### config.mk
export PLATFORM = sky130hd
export DESIGN_NAME = jk_universal_reg_flat
export DESIGN_NICKNAME = d
export VERILOG_FILES = /design/src/rtl/jk_universal_reg_if.sv /design/src/rtl/jk_universal_reg.sv /design/src/flat_wrapper.sv
export SDC_FILE = /design/constraint.sdc
export NUM_CORES = 1
export LEC_CHECK = 0
export BUFFER_PORTS_ARGS = -buffer_cell sky130_fd_sc_hd__buf_4
export CORE_MARGIN = 2
export CORE_UTILIZATION = 38
export CTS_CLUSTER_SIZE = 16
export DETAILED_ROUTE_END_ITERATION = 16
export PLACE_DENSITY = 0.78
export SYNTH_ARGS = -nofsm -noshare
export SYNTH_HDL_FRONTEND = slang
export SYNTH_SLANG_ARGS = --single-unit
### constraint.sdc
create_clock -name CLK -period 1.5 [get_ports CLK]
set_input_delay 0.15 -clock CLK [delete_from_list [all_inputs] [get_ports CLK]]
set_output_delay 0.15 -clock CLK [all_outputs]
set_load 0.005 [all_outputs]
### src/rtl/jk_universal_reg_if.sv
// Bus bundle for jk_universal_reg: control/data inputs from the master, register state back from the slave.
interface jk_universal_reg_if #(
  parameter int WIDTH = 4
);
  logic             en;
  logic [1:0]       mode;
  logic [WIDTH-1:0] J;
  logic [WIDTH-1:0] K;
  logic [WIDTH-1:0] D;
  logic [WIDTH-1:0] Q;
  logic [WIDTH-1:0] Qn;
  logic             tc;
  logic             wrap;

  modport master (
    output en, mode, J, K, D,
    input  Q, Qn, tc, wrap
  );

  modport slave (
    input  en, mode, J, K, D,
    output Q, Qn, tc, wrap
  );
endinterface

### src/rtl/jk_universal_reg.sv
// Multi-bit register with per-bit JK, parallel load and modulo-N up/down counting.
// Cascades through tc: tc of one stage drives en of the next.
module jk_universal_reg #(
  parameter int WIDTH   = 4,
  parameter int MODULUS = 16
) (
  input  logic                CLK,
  input  logic                reset,
  jk_universal_reg_if.slave   bus
);

  localparam logic [1:0] MODE_JK   = 2'b00;
  localparam logic [1:0] MODE_LOAD = 2'b01;
  localparam logic [1:0] MODE_UP   = 2'b10;
  localparam logic [1:0] MODE_DOWN = 2'b11;

  localparam logic [WIDTH-1:0] LAST = WIDTH'(MODULUS - 1);
  localparam logic [WIDTH-1:0] ZERO = '0;
  localparam logic [WIDTH-1:0] ONE  = WIDTH'(1);

  logic [WIDTH-1:0] Q_q, Q_d;
  logic             wrap_q, wrap_d;

  always_comb begin
    Q_d    = Q_q;
    wrap_d = 1'b0;
    if (bus.en) begin
      unique case (bus.mode)
        // Characteristic JK equation, applied to all bits at once.
        MODE_JK:   Q_d = (bus.J & ~Q_q) | (~bus.K & Q_q);
        MODE_LOAD: Q_d = bus.D;
        MODE_UP: begin
          if (Q_q >= LAST) begin
            Q_d    = ZERO;
            wrap_d = 1'b1;
          end else begin
            Q_d = Q_q + ONE;
          end
        end
        MODE_DOWN: begin
          if (Q_q == ZERO) begin
            Q_d    = LAST;
            wrap_d = 1'b1;
          end else if (Q_q > LAST) begin
            // Out-of-range value left by JK/LOAD snaps back without a wrap.
            Q_d = LAST;
          end else begin
            Q_d = Q_q - ONE;
          end
        end
        default: Q_d = Q_q;
      endcase
    end
  end

  always_ff @(posedge CLK) begin
    if (reset) begin
      Q_q    <= ZERO;
      wrap_q <= 1'b0;
    end else begin
      Q_q    <= Q_d;
      wrap_q <= wrap_d;
    end
  end

  assign bus.Q    = Q_q;
  assign bus.Qn   = ~Q_q;
  assign bus.wrap = wrap_q;
  assign bus.tc   = bus.en & (((bus.mode == MODE_UP)   && (Q_q >= LAST)) ||
                              ((bus.mode == MODE_DOWN) && (Q_q == ZERO)));

endmodule
### src/flat_wrapper.sv
// flat-port wrapper written by rule: the top's interface ports become plain ports
module jk_universal_reg_flat 
#(
  parameter int WIDTH   = 4,
  parameter int MODULUS = 16
)
  (CLK, reset, bus_en, bus_mode, bus_J, bus_K, bus_D, bus_Q, bus_Qn, bus_tc, bus_wrap);
  jk_universal_reg_if #(.WIDTH(WIDTH)) bus_i ();
  input  logic CLK;
  input  logic reset;
  input wire logic [$bits(bus_i.en)-1:0] bus_en;
  input wire logic [$bits(bus_i.mode)-1:0] bus_mode;
  input wire logic [$bits(bus_i.J)-1:0] bus_J;
  input wire logic [$bits(bus_i.K)-1:0] bus_K;
  input wire logic [$bits(bus_i.D)-1:0] bus_D;
  output wire logic [$bits(bus_i.Q)-1:0] bus_Q;
  output wire logic [$bits(bus_i.Qn)-1:0] bus_Qn;
  output wire logic [$bits(bus_i.tc)-1:0] bus_tc;
  output wire logic [$bits(bus_i.wrap)-1:0] bus_wrap;
  assign bus_i.en = bus_en;
  assign bus_i.mode = bus_mode;
  assign bus_i.J = bus_J;
  assign bus_i.K = bus_K;
  assign bus_i.D = bus_D;
  assign bus_Q = bus_i.Q;
  assign bus_Qn = bus_i.Qn;
  assign bus_tc = bus_i.tc;
  assign bus_wrap = bus_i.wrap;
  jk_universal_reg #(.WIDTH(WIDTH), .MODULUS(MODULUS)) u_core (.CLK(CLK), .reset(reset), .bus(bus_i));
endmodule
==> results.sh, run 1 <==
export IMPL_run_status="completed"
export IMPL_global_route_peak_usage_layer="met2"
export IMPL_syn_to_final_growth_pct=57.6
export IMPL_number_of_design_rule_violations_left_by_the_first_detailed_router_iteration=17
export IMPL_drcViolationCount=0
export IMPL_timing_hold_violations_final=0
export IMPL_maximum_clock_frequency_mhz=668
export IMPL_grt_pass1_vias=504
export IMPL_synth_area_leader_cell="sky130_fd_sc_hd__dfxtp_1"
export IMPL_final_fill_count=122
export IMPL_pwr_density_cell_nw_per_um2=714
export IMPL_route_vias_total=601
export IMPL_ys_warn_count=0
export IMPL_synthesis_instances=64
export IMPL_grt_util_met1_pct=25.1
export IMPL_worst_hold_path_num_cells=2
export IMPL_min_delay_start="reset"
export IMPL_antenna_cells=0
export IMPL_setup_worst_path_class="register to primary output"
export IMPL_synth_main_ff_cell="sky130_fd_sc_hd__dfxtp_1"
export IMPL_timing_final_setup_violations=0
export IMPL_drt_first_pass_iters=4
export IMPL_worst_ir_drop_vdd_mv=0.451
export IMPL_cp_max_fo=3
export IMPL_dp_cells=103
export IMPL_synth_xor_area_share_pct=3.41
export IMPL_cp_end_kind="primary output"
export IMPL_grt_ovfl_total=0
export IMPL_r2r_slack_ns=0.05
export IMPL_buffer_levels_on_the_longest_clock_path=2
export IMPL_clock_sinks=5
export IMPL_timing_clock_skew_ns=0.000465
export IMPL_hold_path_end="u_core.bus.Q[1]"
export IMPL_place_hpwl_mm=1.04
export IMPL_cts_root_buf="sky130_fd_sc_hd__clkbuf_4"
export IMPL_cellLeakagePower_nw=0.351
export IMPL_routedWlPerCell_um=14.7
export IMPL_core_region_area_um2=1280
export IMPL_final_nets=115
export IMPL_post_synth_and_or_nand_nor_area_fraction_pct=21.0
export IMPL_cts_htree_levels=1
export IMPL_syn_area_per_cell_um2=8.02
export IMPL_ctsHoldBuffers=0
export IMPL_drt_total_wl_mm=1.62
export IMPL_first_pass_grt_wire_length_mm=2.30
export IMPL_synth_enable_flop_cells=0
export IMPL_track_usage_pct=22.1
export IMPL_hold_slack_final_ns=0.104
export IMPL_grt_use_met2_pct=35.3
export IMPL_cts_inserted_buffers=3
export IMPL_number_of_antenna_violations_at_the_first_check_in_global_routing=0
export IMPL_max_stage_delay_ns=0.34
export IMPL_synth_mux_area_fraction_pct=0
export IMPL_post_synth_instance_area_um2=513
export IMPL_tritoncts="done"
export IMPL_synth_distinct_cells=36
export IMPL_crit_reg2reg_launch="u_core.bus.Q[1]"
export IMPL_crit_path_cell_trace="ha_4 > and4b_1 > a41oi_2 > nor2_1 > buf_4"
export IMPL_clkLatencyLatePin_ns=0.25
export IMPL_net_count_after_synthesis=83
export IMPL_cp_data_arrival_time_ns=1.35
export IMPL_grt_setup_unrepaired="yes"
export IMPL_worst_setup_hold_path_clk_slew_ns=0.04
export IMPL_timing_critical_path_from_type="register"
export IMPL_number_of_storage_elements_in_the_synthesis_netlist=5
export IMPL_cp_slowest_cell="sky130_fd_sc_hd__dfxtp_2"
export IMPL_ant_nets=0
export IMPL_worst_ep_required_time_ns=1.35
export IMPL_synth_async_reset_ratio_pct=0
export IMPL_yosysTopAreaCellShare_pct=19.5
export IMPL_worst_r2r_endpoint="u_core.bus.Q[0]"
export IMPL_ioPinCount=27
export IMPL_synth_top_family_by_area="compound AO/OA/AOI/OAI gates"
export IMPL_grt_start_max_net_pins=17
export IMPL_max_cap_violations=0
export IMPL_ys_top_cells_by_area="sky130_fd_sc_hd__dfxtp_1 (20%), sky130_fd_sc_hd__ha_1 (4.9%), sky130_fd_sc_hd__buf_6 (4.4%), sky130_fd_sc_hd__inv_1 (4.4%), sky130_fd_sc_hd__nor2_1 (4.4%)"
export IMPL_timing_max_transition_violations_final=0
export IMPL_rows=13
export IMPL_grt_use_met3_pct=9.78
export IMPL_min_path_type="input port to register"
export IMPL_fin_crit_sh_pct=99.8
export IMPL_multiInputGateArea_um2=388
export IMPL_final_min_clock_period_ns=1.50
export IMPL_finish_cell_count_without_fillers=110
export IMPL_synth_compound_gate_area_share_pct=37.8
export IMPL_detail_route_vias_per_cell=5.46
export IMPL_post_route_cells_drive_above_1_share_pct=54.7
export IMPL_register_area_um2=105
export IMPL_ys_top_cells_by_count="sky130_fd_sc_hd__inv_1 (6), sky130_fd_sc_hd__nor2_1 (6), sky130_fd_sc_hd__dfxtp_1 (5)"
export IMPL_die_area_um2=1660
export IMPL_yosysSeqAreaShare_pct=19.5
export IMPL_numPortBuffers=26
export IMPL_initial_standard_cell_utilization_of_the_core_pct=39.9
export IMPL_timing_max_slew_rel_slack_pct=80.6
export IMPL_gpl_final_weighted_congestion=0.848
export IMPL_ff2ff_path_depth=6
export IMPL_die_width_um=40.7
export IMPL_die_height_um=40.7
export IMPL_worstMarginPinSlew_ns=0.291
export IMPL_adder_cell_share_of_the_synthesized_area_pct=4.88
-- power by group --
| part | switching (mW) | total (mW) | internal [mW] |
|---|---|---|---|
| registers | 0.0210 | 0.168 | 0.147 |
| clock network | 0.0641 | 0.165 | 0.101 |
| logic | 0.113 | 0.244 | 0.131 |
-- worst max path at each step --
stage | startpoint | slack, ns | cells past startpoint | end
after CTS | u_core.bus.Q[0] | 0.002 | 5 | bus_tc
after global placement | u_core.bus.Q[1] | 0.14 | 6 | u_core.bus.Q[0]
after detailed placement | u_core.bus.Q[1] | 0.06 | 6 | u_core.bus.Q[0]
after global routing | u_core.bus.Q[0] | -0.05 | 5 | bus_tc
final | u_core.bus.Q[0] | 0.004 | 5 | bus_tc
after floorplan | u_core.bus.Q[0] | 0.04 | 7 | u_core.bus.Q[0]
-- logic make-up (layout without fill, tap and decap cells) --
family                   count (synthesis)  in the layout
AO/OA/AOI/OAI                           23             23
AND/OR/NAND/NOR                         19             19
buffers and inverters                   13             44
flip-flops                               5              5
adder cells (fa/ha/maj)                  2              2
XOR/XNOR                                 2              2
-- layout make-up --
cell class	instances	share of cell area, %
multi-input combinational	46	48.0
inverter	8	3.72
clock buffer	4	3.25
tap	15	2.32
timing repair buffer	32	29.7
sequential	5	13.0
-- placed cells by master (no fill, tap or decap), types with 3 or more instances in the layout --
master                     instances
sky130_fd_sc_hd__clkbuf_4          3
sky130_fd_sc_hd__a21oi_1           3
sky130_fd_sc_hd__nor2_1            6
sky130_fd_sc_hd__inv_2             4
sky130_fd_sc_hd__inv_1             4
sky130_fd_sc_hd__dfxtp_2           4
sky130_fd_sc_hd__nand2_1           4
sky130_fd_sc_hd__buf_4            32
-- repair_timing --
action / 4_1_cts / 5_1_grt
gates cloned: 0 / 0
setup endpoints to repair: 1 / 2
pin swaps: 2 / 2
buffers inserted: 2 / 1
gates resized for setup: 2 / 11
-- state kept, by name (all words and copies together) (netlist names) --
| name | cells |
|---|---|
| u_core.bus.Q | 4 |
| u_core.bus.wrap | 1 |
-- critical path: cells and delay by family, from the launching register on --
family / cells / cell delay, ns
AO/OA/AOI/OAI: 1 / 0.20
flip-flops: 1 / 0.34
AND/OR/NAND/NOR: 2 / 0.27
buffers and inverters: 1 / 0.13
adder cells (fa/ha/maj): 1 / 0.16
-- stage by stage --
step                      instance area (um^2)  TNS [ns]  setup slack, ns  util, %  total power [mW]
after global routing                       808   -0.0782          -0.0476     62.9             0.620
after CTS                                  762         0          0.00196     59.3             0.554
final                                      808         0          0.00360     62.9             0.577
after detailed placement                   711         0           0.0562     55.3             0.379
after global placement                     711         0            0.140     55.3             0.375
after floorplan                            513         0           0.0384        -             0.291
-- metal layers --
metal | part of all wire, % | routed length, um
met5 | 0 | 0
met4 | 1.5 | 25
met3 | 6.8 | 110
met2 | 50 | 807
met1 | 42 | 674
Note: power is estimated with default switching activity, not from simulation.
==> run 2: changes to the inputs <==
- ABC_AREA: unset -> 1
- CORE_AREA: unset -> 2 2 39 41
- CORE_MARGIN: 2 -> unset
- CORE_UTILIZATION: 38 -> unset
- DIE_AREA: unset -> 0 0 41 43
- PLACE_DENSITY: 0.78 -> 0.75
==> run 2 against run 1 <==
  * Final area rose by 4.6%
  * Synthesized cell count rose by 31%
  * Utilization fell by 1.8 points
  * Register-to-register slack improved by 0.05 ns
  * Sequential cell count did not move
  * Sequential share of layout area fell by 0.13 points
  * Cell count rose by 26%
  * First-iteration DRC count rose by 29%
  * Global-route usage fell by 2.4 points
==> results.sh, run 2 <==
export IMPL_run_status="completed"
export IMPL_routedWlPerCell_um=11.6
export IMPL_synth_distinct_cells=15
export IMPL_ys_warn_count=0
export IMPL_die_height_um=43
export IMPL_grt_setup_unrepaired="yes"
export IMPL_drt_total_wl_mm=1.61
export IMPL_cts_root_buf="sky130_fd_sc_hd__clkbuf_4"
export IMPL_cp_end_kind="primary output"
export IMPL_hold_slack_final_ns=0.0586
export IMPL_final_cell_mix="sky130_fd_sc_hd__buf_4 (36), sky130_fd_sc_hd__nand2_1 (23), sky130_fd_sc_hd__nor2_1 (13), sky130_fd_sc_hd__inv_1 (8), sky130_fd_sc_hd__nand3_1 (7)"
export IMPL_die_area_um2=1760
export IMPL_finalPower_mw=0.552
export IMPL_cpLargestDelayFamily="flip-flops"
export IMPL_initial_standard_cell_utilization_of_the_core_pct=34.0
export IMPL_cp_max_fo=4
export IMPL_number_of_antenna_violations_at_the_first_check_in_global_routing=0
export IMPL_cp_slowest_cell="sky130_fd_sc_hd__dfxtp_4"
export IMPL_ant_nets=0
export IMPL_timing_clock_skew_ns=0.00417
export IMPL_flip_flop_count_of_the_largest_register_all_copies_and_words_added=4
export IMPL_worst_setup_slack_before_clock_tree_synthesis_ns=0.101
export IMPL_yosysTopAreaCellShare_pct=21.3
export IMPL_cts_inserted_buffers=3
export IMPL_timing_max_slew_rel_slack_pct=78.5
export IMPL_max_cap_violations=0
export IMPL_synth_main_ff_cell="sky130_fd_sc_hd__dfxtp_1"
export IMPL_final_nets=143
export IMPL_detail_route_vias_per_cell=5.22
export IMPL_synthesis_instances=84
export IMPL_worstMarginPinSlew_ns=0.322
export IMPL_setup_worst_path_class="register to primary output"
export IMPL_gpl_final_weighted_congestion=0.892
export IMPL_die_width_um=41
export IMPL_syn_to_final_growth_pct=79.8
export IMPL_number_of_storage_elements_in_the_synthesis_netlist=5
export IMPL_numPortBuffers=26
export IMPL_yosysSeqAreaShare_pct=21.3
export IMPL_post_route_worst_setup_slack_ns=0.0144
export IMPL_ys_top_cells_by_area="sky130_fd_sc_hd__dfxtp_1 (21%), sky130_fd_sc_hd__nand2_1 (18%), sky130_fd_sc_hd__nor2_1 (11%), sky130_fd_sc_hd__inv_1 (8.8%), sky130_fd_sc_hd__nand3_1 (8.5%)"
export IMPL_maximum_clock_frequency_mhz=673
export IMPL_cts_htree_levels=1
export IMPL_grt_pass1_vias=589
export IMPL_drt_first_pass_iters=4
export IMPL_synth_area_leader_cell="sky130_fd_sc_hd__dfxtp_1"
export IMPL_place_hpwl_mm=1.16
export IMPL_timing_final_setup_violations=0
export IMPL_syn_area_per_cell_um2=5.60
export IMPL_ioPinCount=27
export IMPL_grt_ovfl_total=0
export IMPL_cp_buffers_inverters=3
export IMPL_buffer_levels_on_the_longest_clock_path=2
export IMPL_synthMostInstantiatedCell="sky130_fd_sc_hd__nand2_1"
export IMPL_max_stage_delay_ns=0.36
export IMPL_track_usage_pct=19.7
export IMPL_antenna_cells=0
export IMPL_clock_sinks=5
export IMPL_setup_tns_ns=0
export IMPL_pwr_density_cell_nw_per_um2=653
export IMPL_clkLatencyLatePin_ns=0.25
export IMPL_ys_top_cells_by_count="sky130_fd_sc_hd__nand2_1 (23), sky130_fd_sc_hd__nor2_1 (14), sky130_fd_sc_hd__inv_1 (11)"
export IMPL_mostFrequentLayoutCell="sky130_fd_sc_hd__buf_4"
export IMPL_timing_critical_path_from_type="register"
export IMPL_timing_hold_violations_final=0
export IMPL_net_count_after_synthesis=103
export IMPL_synth_enable_flop_cells=0
export IMPL_grt_start_max_net_pins=14
export IMPL_cellLeakagePower_nw=0.431
export IMPL_worst_setup_hold_path_clk_slew_ns=0.05
export IMPL_core_region_area_um2=1380
export IMPL_final_min_clock_period_ns=1.49
export IMPL_worst_ir_drop_vdd_mv=0.556
export IMPL_synth_async_reset_ratio_pct=0
export IMPL_min_path_type="input port to register"
export IMPL_worst_ep_required_time_ns=1.35
export IMPL_post_synth_instance_area_um2=470
export IMPL_rows=14
export IMPL_post_route_core_utilization_pct=61.1
export IMPL_post_route_cells_drive_above_1_share_pct=43.1
export IMPL_first_pass_grt_wire_length_mm=2.35
export IMPL_number_of_design_rule_violations_left_by_the_first_detailed_router_iteration=22
export IMPL_fin_crit_sh_pct=99.0
export IMPL_route_vias_total=726
export IMPL_timing_max_transition_violations_final=0
export IMPL_crit_path_cell_trace="buf_6 > ha_4 > nand3_4 > inv_2 > a21oi_2 > nor2_1 > buf_4"
export IMPL_drcViolationCount=0
export IMPL_tritoncts="done"
export IMPL_cp_data_arrival_time_ns=1.34
[run 2: routing by layer]
layer	part of all wire, %	GRT usage, %	vias up
li1	-	-	352
met3	6.1	8.90	6
met4	2.1	9.33	0
met5	0	0	-
met2	53	30.0	30
met1	39	22.1	338
[run 2: through the flow]
stage | cell area [um^2] | std cells
after CTS | 798 | 136
after global routing | 846 | 139
final | 846 | 139
after detailed placement | 706 | 128
after global placement | 706 | 128
after floorplan | 470 | 84
[run 2: final timing paths]
| check | startpoint | endpoint | slack [ns] | cells past startpoint |
|---|---|---|---|---|
| setup / recovery | u_core.bus.Q[0] | bus_tc | 0.01 | 7 |
| hold / removal | reset | u_core.bus.Q[0] | 0.06 | 2 |
| hold reg to reg | u_core.bus.Q[2] | u_core.bus.Q[2] | 0.67 | 2 |
| setup reg to reg | u_core.bus.Q[0] | u_core.bus.Q[2] | 0.10 | 9 |
[run 2: cell families (layout without fill, tap and decap cells)]
| logic type | Yosys count | count (layout) | synth area share (%) |
|---|---|---|---|
| flip-flops | 5 | 5 | 21.3 |
| AND/OR/NAND/NOR | 50 | 50 | 45.5 |
| adder cells (fa/ha/maj) | 2 | 2 | 5.32 |
| AO/OA/AOI/OAI | 14 | 14 | 17.0 |
| buffers and inverters | 13 | 52 | 10.9 |
[run 2: final cells by class]
| cell class | instances | area, um^2 |
|---|---|---|
| tap | 16 | 20.0 |
| sequential | 5 | 109 |
| fill | 139 | 538 |
| multi-input combinational | 66 | 363 |
| inverter | 11 | 46.3 |
| clock buffer | 4 | 26.3 |
| timing repair buffer | 37 | 282 |
[run 2: report_power, final]
part           internal [mW]  switching, mW
sequential             0.144         0.0222
combinational          0.120          0.102
clock                  0.101         0.0632
[run 2: timing repair]
action	CTS	global route
hold buffers	0	0
gates resized for setup	12	7
pin swaps	3	5
hold endpoints to repair	0	0
endpoints found under the setup margin	1	1
buffers inserted	4	3
